## config.mk

```make
export PLATFORM = sky130hd
export DESIGN_NAME = tick_generator
export DESIGN_NICKNAME = d
export VERILOG_FILES = /design/src/rtl/tick_generator_pkg.sv /design/src/rtl/tick_generator_channel.sv /design/src/rtl/tick_generator.sv
export SDC_FILE = /design/constraint.sdc
export NUM_CORES = 1
export LEC_CHECK = 0
export ABC_AREA = 1
export BUFFER_PORTS_ARGS = -buffer_cell sky130_fd_sc_hd__buf_2
export CAP_MARGIN = 10
export CORE_AREA = 2 2 235 237
export CTS_CLUSTER_DIAMETER = 30
export DETAILED_ROUTE_END_ITERATION = 8
export DIE_AREA = 0 0 237 239
export MAX_ROUTING_LAYER = met4
export PLACE_DENSITY = 0.41
export SETUP_SLACK_MARGIN = 0.3
export SLEW_MARGIN = 20
export SYNTH_ARGS = -nofsm -noshare
export SYNTH_HDL_FRONTEND = slang
export SYNTH_HIERARCHICAL = 1
export SYNTH_SLANG_ARGS = --single-unit
export TNS_END_PERCENT = 50
```

## constraint.sdc

```tcl
create_clock -name Clk -period 2 [get_ports Clk]
set_clock_uncertainty 0.05 [all_clocks]
set_input_delay 0.2 -clock Clk [delete_from_list [all_inputs] [get_ports Clk]]
set_output_delay 0.2 -clock Clk [all_outputs]
set_load 0.01 [all_outputs]
```

## src/rtl/tick_generator_pkg.sv

```systemverilog
// Shared constants and types for the multi-channel tick generator.
// Divisor values assume the 50 MHz system clock; a divisor D yields a
// tick every D+1 cycles.
package tick_pkg;

  localparam int unsigned CLK_HZ    = 50_000_000;
  localparam int unsigned CNT_W_DEF = 28;
  localparam int unsigned MAX_CH    = 16;

  // Common rates: tick period is (div + 1) clock cycles.
  localparam int unsigned DIV_1HZ  = 49_999_999;
  localparam int unsigned DIV_2HZ  = 24_999_999;
  localparam int unsigned DIV_60HZ = 833_332;

  // Reset divisor: 2 Hz tick, which makes a 1 Hz square.
  localparam int unsigned DEFAULT_DIV = DIV_2HZ;

  // Wide enough to index any legal channel count (up to MAX_CH).
  typedef logic [3:0] ch_idx_t;

  // Divisor producing a tick rate of hz at CLK_HZ.
  function automatic int unsigned div_for_hz(input int unsigned hz);
    return (CLK_HZ / hz) - 32'd1;
  endfunction

  // Width of the write-channel index; never narrower than one bit.
  function automatic int unsigned idx_width(input int unsigned num_ch);
    return (num_ch > 32'd1) ? $clog2(num_ch) : 32'd1;
  endfunction

endpackage

```

## src/rtl/tick_generator_channel.sv

```systemverilog
// One tick channel: divisor, counter, tick strobe and square enable.
// Priority per edge: clear > write > pause > terminal count > count.
module tick_channel
  import tick_pkg::*;
#(
  parameter int unsigned      CNT_W       = tick_pkg::CNT_W_DEF,
  parameter logic [CNT_W-1:0] DEFAULT_DIV = CNT_W'(tick_pkg::DEFAULT_DIV)
) (
  input  logic             clk_i,
  input  logic             rst_ni,
  input  logic             clear_i,
  input  logic             en_i,
  input  logic             wr_i,
  input  logic [CNT_W-1:0] wr_div_i,
  output logic             tick_o,
  output logic             square_o
);

  logic [CNT_W-1:0] div_q, div_d;
  logic [CNT_W-1:0] cnt_q, cnt_d;
  logic             tick_q, tick_d;
  logic             square_q, square_d;
  logic             term_s;

  // Equality-only terminal compare: cnt is reset to zero whenever div
  // changes, so it can never run past div.
  always_comb begin
    term_s = (cnt_q == div_q);
  end

  // Next-state selection following the per-channel priority order.
  always_comb begin
    div_d    = div_q;
    cnt_d    = cnt_q;
    tick_d   = 1'b0;
    square_d = square_q;
    if (clear_i) begin
      // Clear wins over a same-cycle write; the divisor is retained.
      cnt_d    = {CNT_W{1'b0}};
      square_d = 1'b0;
    end else if (wr_i) begin
      // New period begins counting from zero on the following edge.
      div_d    = wr_div_i;
      cnt_d    = {CNT_W{1'b0}};
      square_d = 1'b0;
    end else if (!en_i) begin
      // Paused: hold phase, including a pending terminal count.
      cnt_d    = cnt_q;
      square_d = square_q;
    end else if (term_s) begin
      cnt_d    = {CNT_W{1'b0}};
      tick_d   = 1'b1;
      square_d = ~square_q;
    end else begin
      cnt_d    = cnt_q + CNT_W'(1);
    end
  end

  // State registers; reset restores the default rate and discards phase.
  always_ff @(posedge clk_i or negedge rst_ni) begin
    if (!rst_ni) begin
      div_q    <= DEFAULT_DIV;
      cnt_q    <= {CNT_W{1'b0}};
      tick_q   <= 1'b0;
      square_q <= 1'b0;
    end else begin
      div_q    <= div_d;
      cnt_q    <= cnt_d;
      tick_q   <= tick_d;
      square_q <= square_d;
    end
  end

  assign tick_o   = tick_q;
  assign square_o = square_q;

endmodule

```

## src/rtl/tick_generator.sv

```systemverilog
// Multi-channel programmable tick generator. Each channel emits a
// one-cycle tick strobe and a 50%-duty square enable for use as clock
// enables by game logic. Divisors are writable at run time.
module tick_generator #(
  parameter int unsigned      NUM_CH      = 4,
  parameter int unsigned      CNT_W       = tick_pkg::CNT_W_DEF,
  parameter logic [CNT_W-1:0] DEFAULT_DIV = CNT_W'(tick_pkg::DEFAULT_DIV)
) (
  input  logic                                           Clk,
  input  logic                                           Reset_n,
  input  logic                                           clear,
  input  logic [NUM_CH-1:0]                              ch_en,
  input  logic                                           wr_en,
  input  logic [((NUM_CH > 1) ? $clog2(NUM_CH) : 1)-1:0] wr_ch,
  input  logic [CNT_W-1:0]                               wr_div,
  output logic [NUM_CH-1:0]                              tick,
  output logic [NUM_CH-1:0]                              square
);

  import tick_pkg::*;

  localparam int unsigned IDX_W = idx_width(NUM_CH);

  ch_idx_t           wr_idx_s;
  logic              wr_in_range_s;
  logic [NUM_CH-1:0] wr_hit_s;

  // Range check: an index past the last channel is dropped entirely.
  always_comb begin
    wr_idx_s      = ch_idx_t'(wr_ch);
    wr_in_range_s = ({1'b0, wr_idx_s} < 5'(NUM_CH));
  end

  generate
    for (genvar g = 0; g < NUM_CH; g++) begin : g_ch
      // One-hot write decode for this channel.
      always_comb begin
        wr_hit_s[g] = wr_en && wr_in_range_s && (wr_idx_s == ch_idx_t'(g));
      end

      tick_channel #(
        .CNT_W       (CNT_W),
        .DEFAULT_DIV (DEFAULT_DIV)
      ) u_ch (
        .clk_i    (Clk),
        .rst_ni   (Reset_n),
        .clear_i  (clear),
        .en_i     (ch_en[g]),
        .wr_i     (wr_hit_s[g]),
        .wr_div_i (wr_div),
        .tick_o   (tick[g]),
        .square_o (square[g])
      );
    end
  endgenerate

  // IDX_W documents the decode width; tie it to the port so a mismatch
  // between the two expressions shows up as a width error.
  logic [IDX_W-1:0] wr_ch_chk_s;
  always_comb begin
    wr_ch_chk_s = wr_ch;
  end

endmodule
```

==> metrics.md, run 1 <==
| Metric | Value |
|---|---|
| Outcome | `finished, final reports clean` |
| Area Overhead vs Synth | `38.5%` |
| Worst setup EP type | `register` |
| First-pass GRT wire length | `65,900 um` |
| Post-DP HPWL | `30,000 um` |
| Hold Slack | `20.9 ps` |
| Startpoint Class | `register` |
| Buffers on Ports | `45` |
| Yosys reg bits | `232` |
| Nets | `2,086` |
| Setup CP Type | `reg -> reg` |
| Clock Pin Slew Worst Setup and Hold Paths | `40 ps` |
| Synth cell types | `25` |
| Setup-failing EPs final | `0` |
| # DRC | `0` |
| Slowest cell delay on critical path | `530 ps` |
| Max-cap violations | `0` |
| Min cycle time layout | `1830 ps` |
| Max_slew headroom | `54.6%` |
| LEAKAGE | `8.60 nW` |
| Post-route clock period utilization | `91.5%` |
| Crit-path slowest cell | `dfstp_2` |
| Initial core utilization | `24.7%` |
| Longest Clk Path Bufs | `3` |
| Hold Vio Cnt, Final | `0` |
| Fraction of layout cells with a size suffix above 1 | `25.3%` |
| Vias in the first global route | `11,700` |
| Tot GR Track Use | `15.7%` |
| CTS H-tree depth | `3` |
| HP Class | `in -> async` |
| CTS buffer count | `71` |
| I/O pin cnt | `46` |
| Die Area | `56,600 um^2` |
| Largest net degree at the start of global routing | `62` |
| Worst Path Max Fanout | `7` |
| Routability congestion estimate | `0.835` |
| Final WL | `42,900 um` |
| Cell mode on critical path | `nand2_2` |
| Cell Area, Placed | `14,900 um^2` |
| Final core utilization | `34.3%` |
| Root Driver | `clkbuf_16` |
| Worst skew pair latency | `570 ps` |
| Final ANT Viol Nets | `0` |
| Row count | `86` |
| Max frequency | `546 MHz` |
| VDD IR max | `617 uV` |
| PD cells | `1030 nW/um^2` |
| CTS tree | `yes` |
| CP arrival | `2240 ps` |
| Worst-Margin Slew | `680 ps` |
| Sum Neg Setup Slack | `0 ps` |
| Slew Limit Fails | `0` |
| Design area | `18,600 um^2` |
| Die width | `237 um` |
| Register area share after synthesis | `43.8%` |
| RSZ-0062 raised after global routing | `yes` |
| WP data required | `2410 ps` |
| Routed via count | `11,800` |
| Initial DRC Count | `630` |
| Syn Area/Cell | `7.27 um^2` |
| CTS sink cnt | `232` |
| Grt ovf | `0` |
| Post-Syn Area | `13,400 um^2` |
| Worst-path cell chain | `inv_2, nand2_2, nand2_2, inv_2, nand2_1, nor2_2, nand2_2, nor2_4, nand3_4, nand2_8, nor2_2` |
| Antenna diodes | `0` |
| Core area | `54,300 um^2` |
| Mapped Cells | `1,848` |
| Wire length per cell | `15.3 um` |
| Die height | `239 um` |
| Drt first pass iters | `5` |
| Via density per instance | `4.21` |
| Initial antenna violation count | `1` |
| Total power | `19.2 mW` |
| Syn. warnings | `6` |
| Synth Net Count | `1,890` |
metal layers:
| layer | GRT usage [%] | up-vias | share of wire, % |
|---|---|---|---|
| met3 | 3.01 | 68 | 3.4 |
| met4 | 4.47 | 0 | 1.8 |
| met1 | 21.2 | 5549 | 50 |
| met5 | - | - | 0 |
| met2 | 23.9 | 185 | 45 |
| li1 | - | 6018 | - |
sequential cells by signal, summed over array words and instances (netlist names):
name / cells
g_ch.u_ch/cnt_q: 112
g_ch.u_ch/div_q: 112
g_ch.u_ch/square_o: 4
g_ch.u_ch/tick_o: 4
area by class of cell:
cell class	instances	area, um^2
tap	704	881
multi-input combinational	1281	6820
timing repair buffer	152	1360
fill	5697	35700
clock buffer	109	2170
inverter	306	1150
sequential	232	5910
clock inverter	22	329
stage by stage:
| step | setup WS [ps] | std cells |
|---|---|---|
| 2_1_floorplan | 457 | 1848 |
| 3_5_place_dp | -65.9 | 2618 |
| 6_report | 169 | 2806 |
| 4_1_cts | 161 | 2790 |
| 3_3_place_gp | -44.2 | 2618 |
| 5_1_grt | 78.0 | 2806 |
path summary, 6_finish.rpt:
kind / start / end / slack, ps / cells after the start
max: g_ch[0].u_ch/div_q[3] / g_ch[0].u_ch/cnt_q[25] / 170 / 11
min in group Clk: clear / g_ch[3].u_ch/tick_o / 140 / 4
min: Reset_n / g_ch[0].u_ch/cnt_q[1] / 20 / 2
min reg2reg: g_ch[3].u_ch/div_q[2] / g_ch[3].u_ch/div_q[2] / 420 / 2
max reg2reg: g_ch[0].u_ch/div_q[3] / g_ch[0].u_ch/cnt_q[25] / 170 / 11
max in group asynchronous: Reset_n / g_ch[2].u_ch/div_q[11] / 1100 / 3
layout by cell type (no fill, tap or decap), drive strengths merged, types with 8 or more instances in the layout:
master,count
o21ai,8
xor2,84
bufinv,8
dlygate4sd3,34
dfrtp,164
xnor2,32
clkinv,12
nand3,80
buf,114
dfstp,68
inv,308
mux2,28
nand4,40
a21oi,84
nor2,356
clkbuf,113
nand2,541
nor3,16
Yosys cell counts:
| library cell | number | share of area, % |
|---|---|---|
| nor2_2 | 16 | 0.74 |
| nor2_4 | 12 | 1.0 |
| xor2_1 | 84 | 5.5 |
| clkbuf_1 | 20 | 0.56 |
| inv_1 | 298 | 8.3 |
| buf_6 | 8 | 0.67 |
| ha_1 | 4 | 0.37 |
| xnor2_1 | 32 | 2.1 |
| o21ai_0 | 8 | 0.30 |
| nand2_4 | 8 | 0.67 |
| nand3b_1 | 4 | 0.22 |
| dfrtp_1 | 164 | 31 |
| nand4_1 | 40 | 1.9 |
| and2_1 | 4 | 0.19 |
| mux2_2 | 28 | 2.3 |
| nand3_1 | 76 | 2.8 |
| nor3_2 | 4 | 0.30 |
| nor2_1 | 328 | 9.2 |
| inv_2 | 8 | 0.22 |
| buf_2 | 4 | 0.15 |
| a21oi_1 | 84 | 3.1 |
| nor3_1 | 12 | 0.45 |
| nand2_1 | 530 | 15 |
| nand3_2 | 4 | 0.30 |
| dfstp_2 | 68 | 13 |
cells by family (layout without fill, tap and decap cells):
kind of cell,after synthesis,count (layout),share of synthesized area [%]
AO/OA/AOI/OAI,92,92,3.43
flip-flops,232,232,43.8
multiplexers,28,28,2.35
AND/OR/NAND/NOR,1038,1041,32.5
buffers and inverters,338,589,9.93
XOR/XNOR,116,116,7.56
adder cells (fa/ha/maj),4,4,0.372
critical path, delay by kind of cell (launching register included):
| kind | cells | cell delay (ps) |
|---|---|---|
| DFF | 1 | 530 |
| and+or+nand+nor | 9 | 1040 |
| buffers and inverters | 2 | 80 |
timing repair:
| item | CTS | global route |
|---|---|---|
| cloned | 3 | 5 |
| setup buffers | 5 | 10 |
| setup endpoints to repair | 112 | 119 |
| hold buffers | 33 | 1 |
| pin swaps | 11 | 52 |
| hold endpoints to repair | 292 | 1 |
| gates resized for setup | 36 | 154 |
power breakdown:
part           total, mW  internal (mW)  switching (mW)
logic               1.96          0.776            1.18
registers           5.65           5.36           0.283
clock network       11.6           8.40            3.19
total               19.2           14.5            4.66
Power figures use the tool's default switching activity.
==> run 2: changes to the inputs <==
- CORE_AREA: 2 2 235 237 -> 2 2 263 213
- DIE_AREA: 0 0 237 239 -> 0 0 265 215
==> run 2 against run 1 <==
Compared with the run above: utilization is 0.37 points lower; global-route usage barely moved; die area up 0.59%; combinational power is 2% higher; largest power group unchanged; clock power shrank 18%; setup slack improved by 33 ps; hold slack improved by 4.6 ps.
==> metrics.md, run 2 (synthesis gave the netlist of run 1 again) <==
| Metric | Value |
|---|---|
| Via density per instance | `4.27 (+1.4%)` |
| Worst Path Max Fanout | `7 (unchanged)` |
| Initial core utilization | `24.6% (-0.086 points)` |
| Worst-Margin Slew | `776 ps (+95.9 ps)` |
| Design area | `18,500 um^2 (-0.74%)` |
| Outcome | `finished, final reports clean` |
| Final core utilization | `33.9% (-0.37 points)` |
| Largest regs | `g_ch.u_ch/cnt_q (112), g_ch.u_ch/div_q (112)` |
| Die width | `265 um (+12%)` |
| Hold Vio Cnt, Final | `0 (unchanged)` |
| Antenna diodes | `0 (unchanged)` |
| # DRC | `0 (unchanged)` |
| Reg2Reg Depth | `11 (unchanged)` |
| PD cells | `928 nW/um^2 (-10%)` |
| CTS sink cnt | `232 (unchanged)` |
| Final ANT Viol Nets | `0 (unchanged)` |
| Setup-failing EPs final | `0 (unchanged)` |
| HP Start | `wr_div[9]` |
| Die height | `215 um (-10%)` |
| VDD IR max | `747 uV (+21%)` |
| Post-DP HPWL | `30,300 um (+1.2%)` |
| Cell Area, Placed | `15,000 um^2 (+0.46%)` |
| Fraction of layout cells with a size suffix above 1 | `27.5% (+2.2 points)` |
| Final WL | `43,500 um (+1.4%)` |
| Slew Limit Fails | `0 (unchanged)` |
| Setup CP Type | `reg -> reg` |
| RSZ-0062 raised after global routing | `yes` |
| Row count | `77 (-10%)` |
| Commonest cells after routing, fill and taps aside | `489 x nand2_1, 277 x inv_1, 240 x nor2_1, 144 x dfrtp_1, 84 x a21oi_1` |
| Commonest non-fill, non-tap cell in the layout | `nand2_1` |
| Startpoint Class | `register` |
| Root Driver | `clkbuf_16` |
| Sum Neg Setup Slack | `0 ps (unchanged)` |
| Tot GR Track Use | `15.7% (-0.023 points)` |
| Max_slew headroom | `48.2% (-6.4 points)` |
| Min cycle time layout | `1800 ps (-32.6 ps)` |
| Nets | `2,090 (+0.19%)` |
| Grt ovf | `0 (unchanged)` |
| WP data required | `2410 ps (about the same)` |
| Largest net degree at the start of global routing | `50 (-19%)` |
| Fillers | `5,783 (+1.5%)` |
| Drt first pass iters | `5 (unchanged)` |
| Die Area | `57,000 um^2 (+0.59%)` |
| CTS buffer count | `56 (-21%)` |
| HP Class | `in -> reg` |
| Routability congestion estimate | `0.820 (-1.8%)` |
| Max frequency | `556 MHz (+1.8%)` |
| Core area | `54,500 um^2 (+0.35%)` |
| Worst hold path cell count | `3` |
| Wire length per cell | `15.5 um (+1.4%)` |
| Non-Filler Instances | `2,807 (+0.036%)` |
| Clock Pin Slew Worst Setup and Hold Paths | `50 ps (about the same)` |
| Placed Cells | `2,633 (+0.57%)` |
| CP arrival | `2210 ps (-30 ps)` |
| Max-cap violations | `0 (unchanged)` |
| Longest Clk Path Bufs | `3 (unchanged)` |
| Post-route clock period utilization | `89.9% (-1.6 points)` |
| Vias in the first global route | `11,600 (-1.1%)` |
| Initial antenna violation count | `0 (-1)` |
| Hold Slack | `25.6 ps (+4.65 ps)` |
| Routed via count | `12,000 (+1.4%)` |
| Initial DRC Count | `672 (+6.7%)` |
| CTS H-tree depth | `2 (-1)` |
| Reg2reg setup slack | `200 ps (+30 ps)` |
| Area Overhead vs Synth | `37.5%` |
| LEAKAGE | `8.48 nW (-1.4%)` |
| Worst skew pair latency | `570 ps (about the same)` |
| Hold endpoint | `g_ch[0].u_ch/div_q[9]` |
| CTS tree | `yes` |
| FF-to-FF End | `g_ch[3].u_ch/cnt_q[17]` |
| I/O pin cnt | `46 (unchanged)` |
| Worst setup EP type | `register` |
| Buffers on Ports | `45 (unchanged)` |
| First-pass GRT wire length | `66,700 um (+1.1%)` |
| Reg2reg start | `g_ch[3].u_ch/div_q[20]` |
## run 2: power breakdown
group	total (mW)	switching, mW	internal [mW]
combinational	2.00	1.21	0.787
sequential	5.64	0.284	5.36
clock	9.51	2.91	6.60
## run 2: how the worst max path moves through the flow
stage,start,to,slack (ps),cells past startpoint
floorplan,g_ch[0].u_ch/div_q[22],g_ch[0].u_ch/cnt_q[25],460,9
global placement,g_ch[0].u_ch/div_q[22],g_ch[0].u_ch/cnt_q[24],40,9
detailed placement,g_ch[0].u_ch/div_q[22],g_ch[0].u_ch/cnt_q[24],20,9
CTS,g_ch[1].u_ch/div_q[20],g_ch[1].u_ch/cnt_q[22],180,12
global route,g_ch[1].u_ch/div_q[20],g_ch[1].u_ch/cnt_q[17],100,12
finish,g_ch[3].u_ch/div_q[20],g_ch[3].u_ch/cnt_q[17],200,11
## run 2: critical path: stages (launching register included)
cell and delay (ps):
dfstp_2 530, inv_2 40, nand2_1 40, nand2_1 50, nor2_1 120, nand2_2 100, inv_2 60, nand2_2 60
nor2_4 130, nand3_4 220, nand2_8 220, nor2_1 60
## run 2: per-stage QoR
stage	setup slack [ps]	power (mW)
floorplan	457	6.78
global placement	41.9	7.39
detailed placement	19.0	7.44
CTS	180	17.2
global route	102	18.0
finish	202	17.1
## run 2: metal layers
metal	share of wire [%]	track usage [%]	wire, um	up-vias
met3	3.8	2.66	1640	63
met5	0	-	0	-
met1	53	22.9	23100	5718
met4	1.7	3.88	733	0
li1	-	-	-	6023
met2	42	22.2	18100	184
## run 2: repair_timing
item,4_1_cts,5_1_grt
hold buffers,28,0
gates cloned,5,4
hold endpoints to repair,285,0
pin swaps,30,51
buffers inserted,8,23
setup endpoints to repair,109,118
gates resized for setup,70,185
## run 2: final cells by class
type | count | area (um^2) | area share, %
repair buffers | 168 | 1470 | 7.96
multi-input cells | 1284 | 7090 | 38.3
well taps | 711 | 890 | 4.81
clock inverters | 28 | 393 | 2.13
clock buffers | 78 | 1580 | 8.52
flip-flops and latches | 232 | 5920 | 32.0
inverters | 306 | 1150 | 6.22
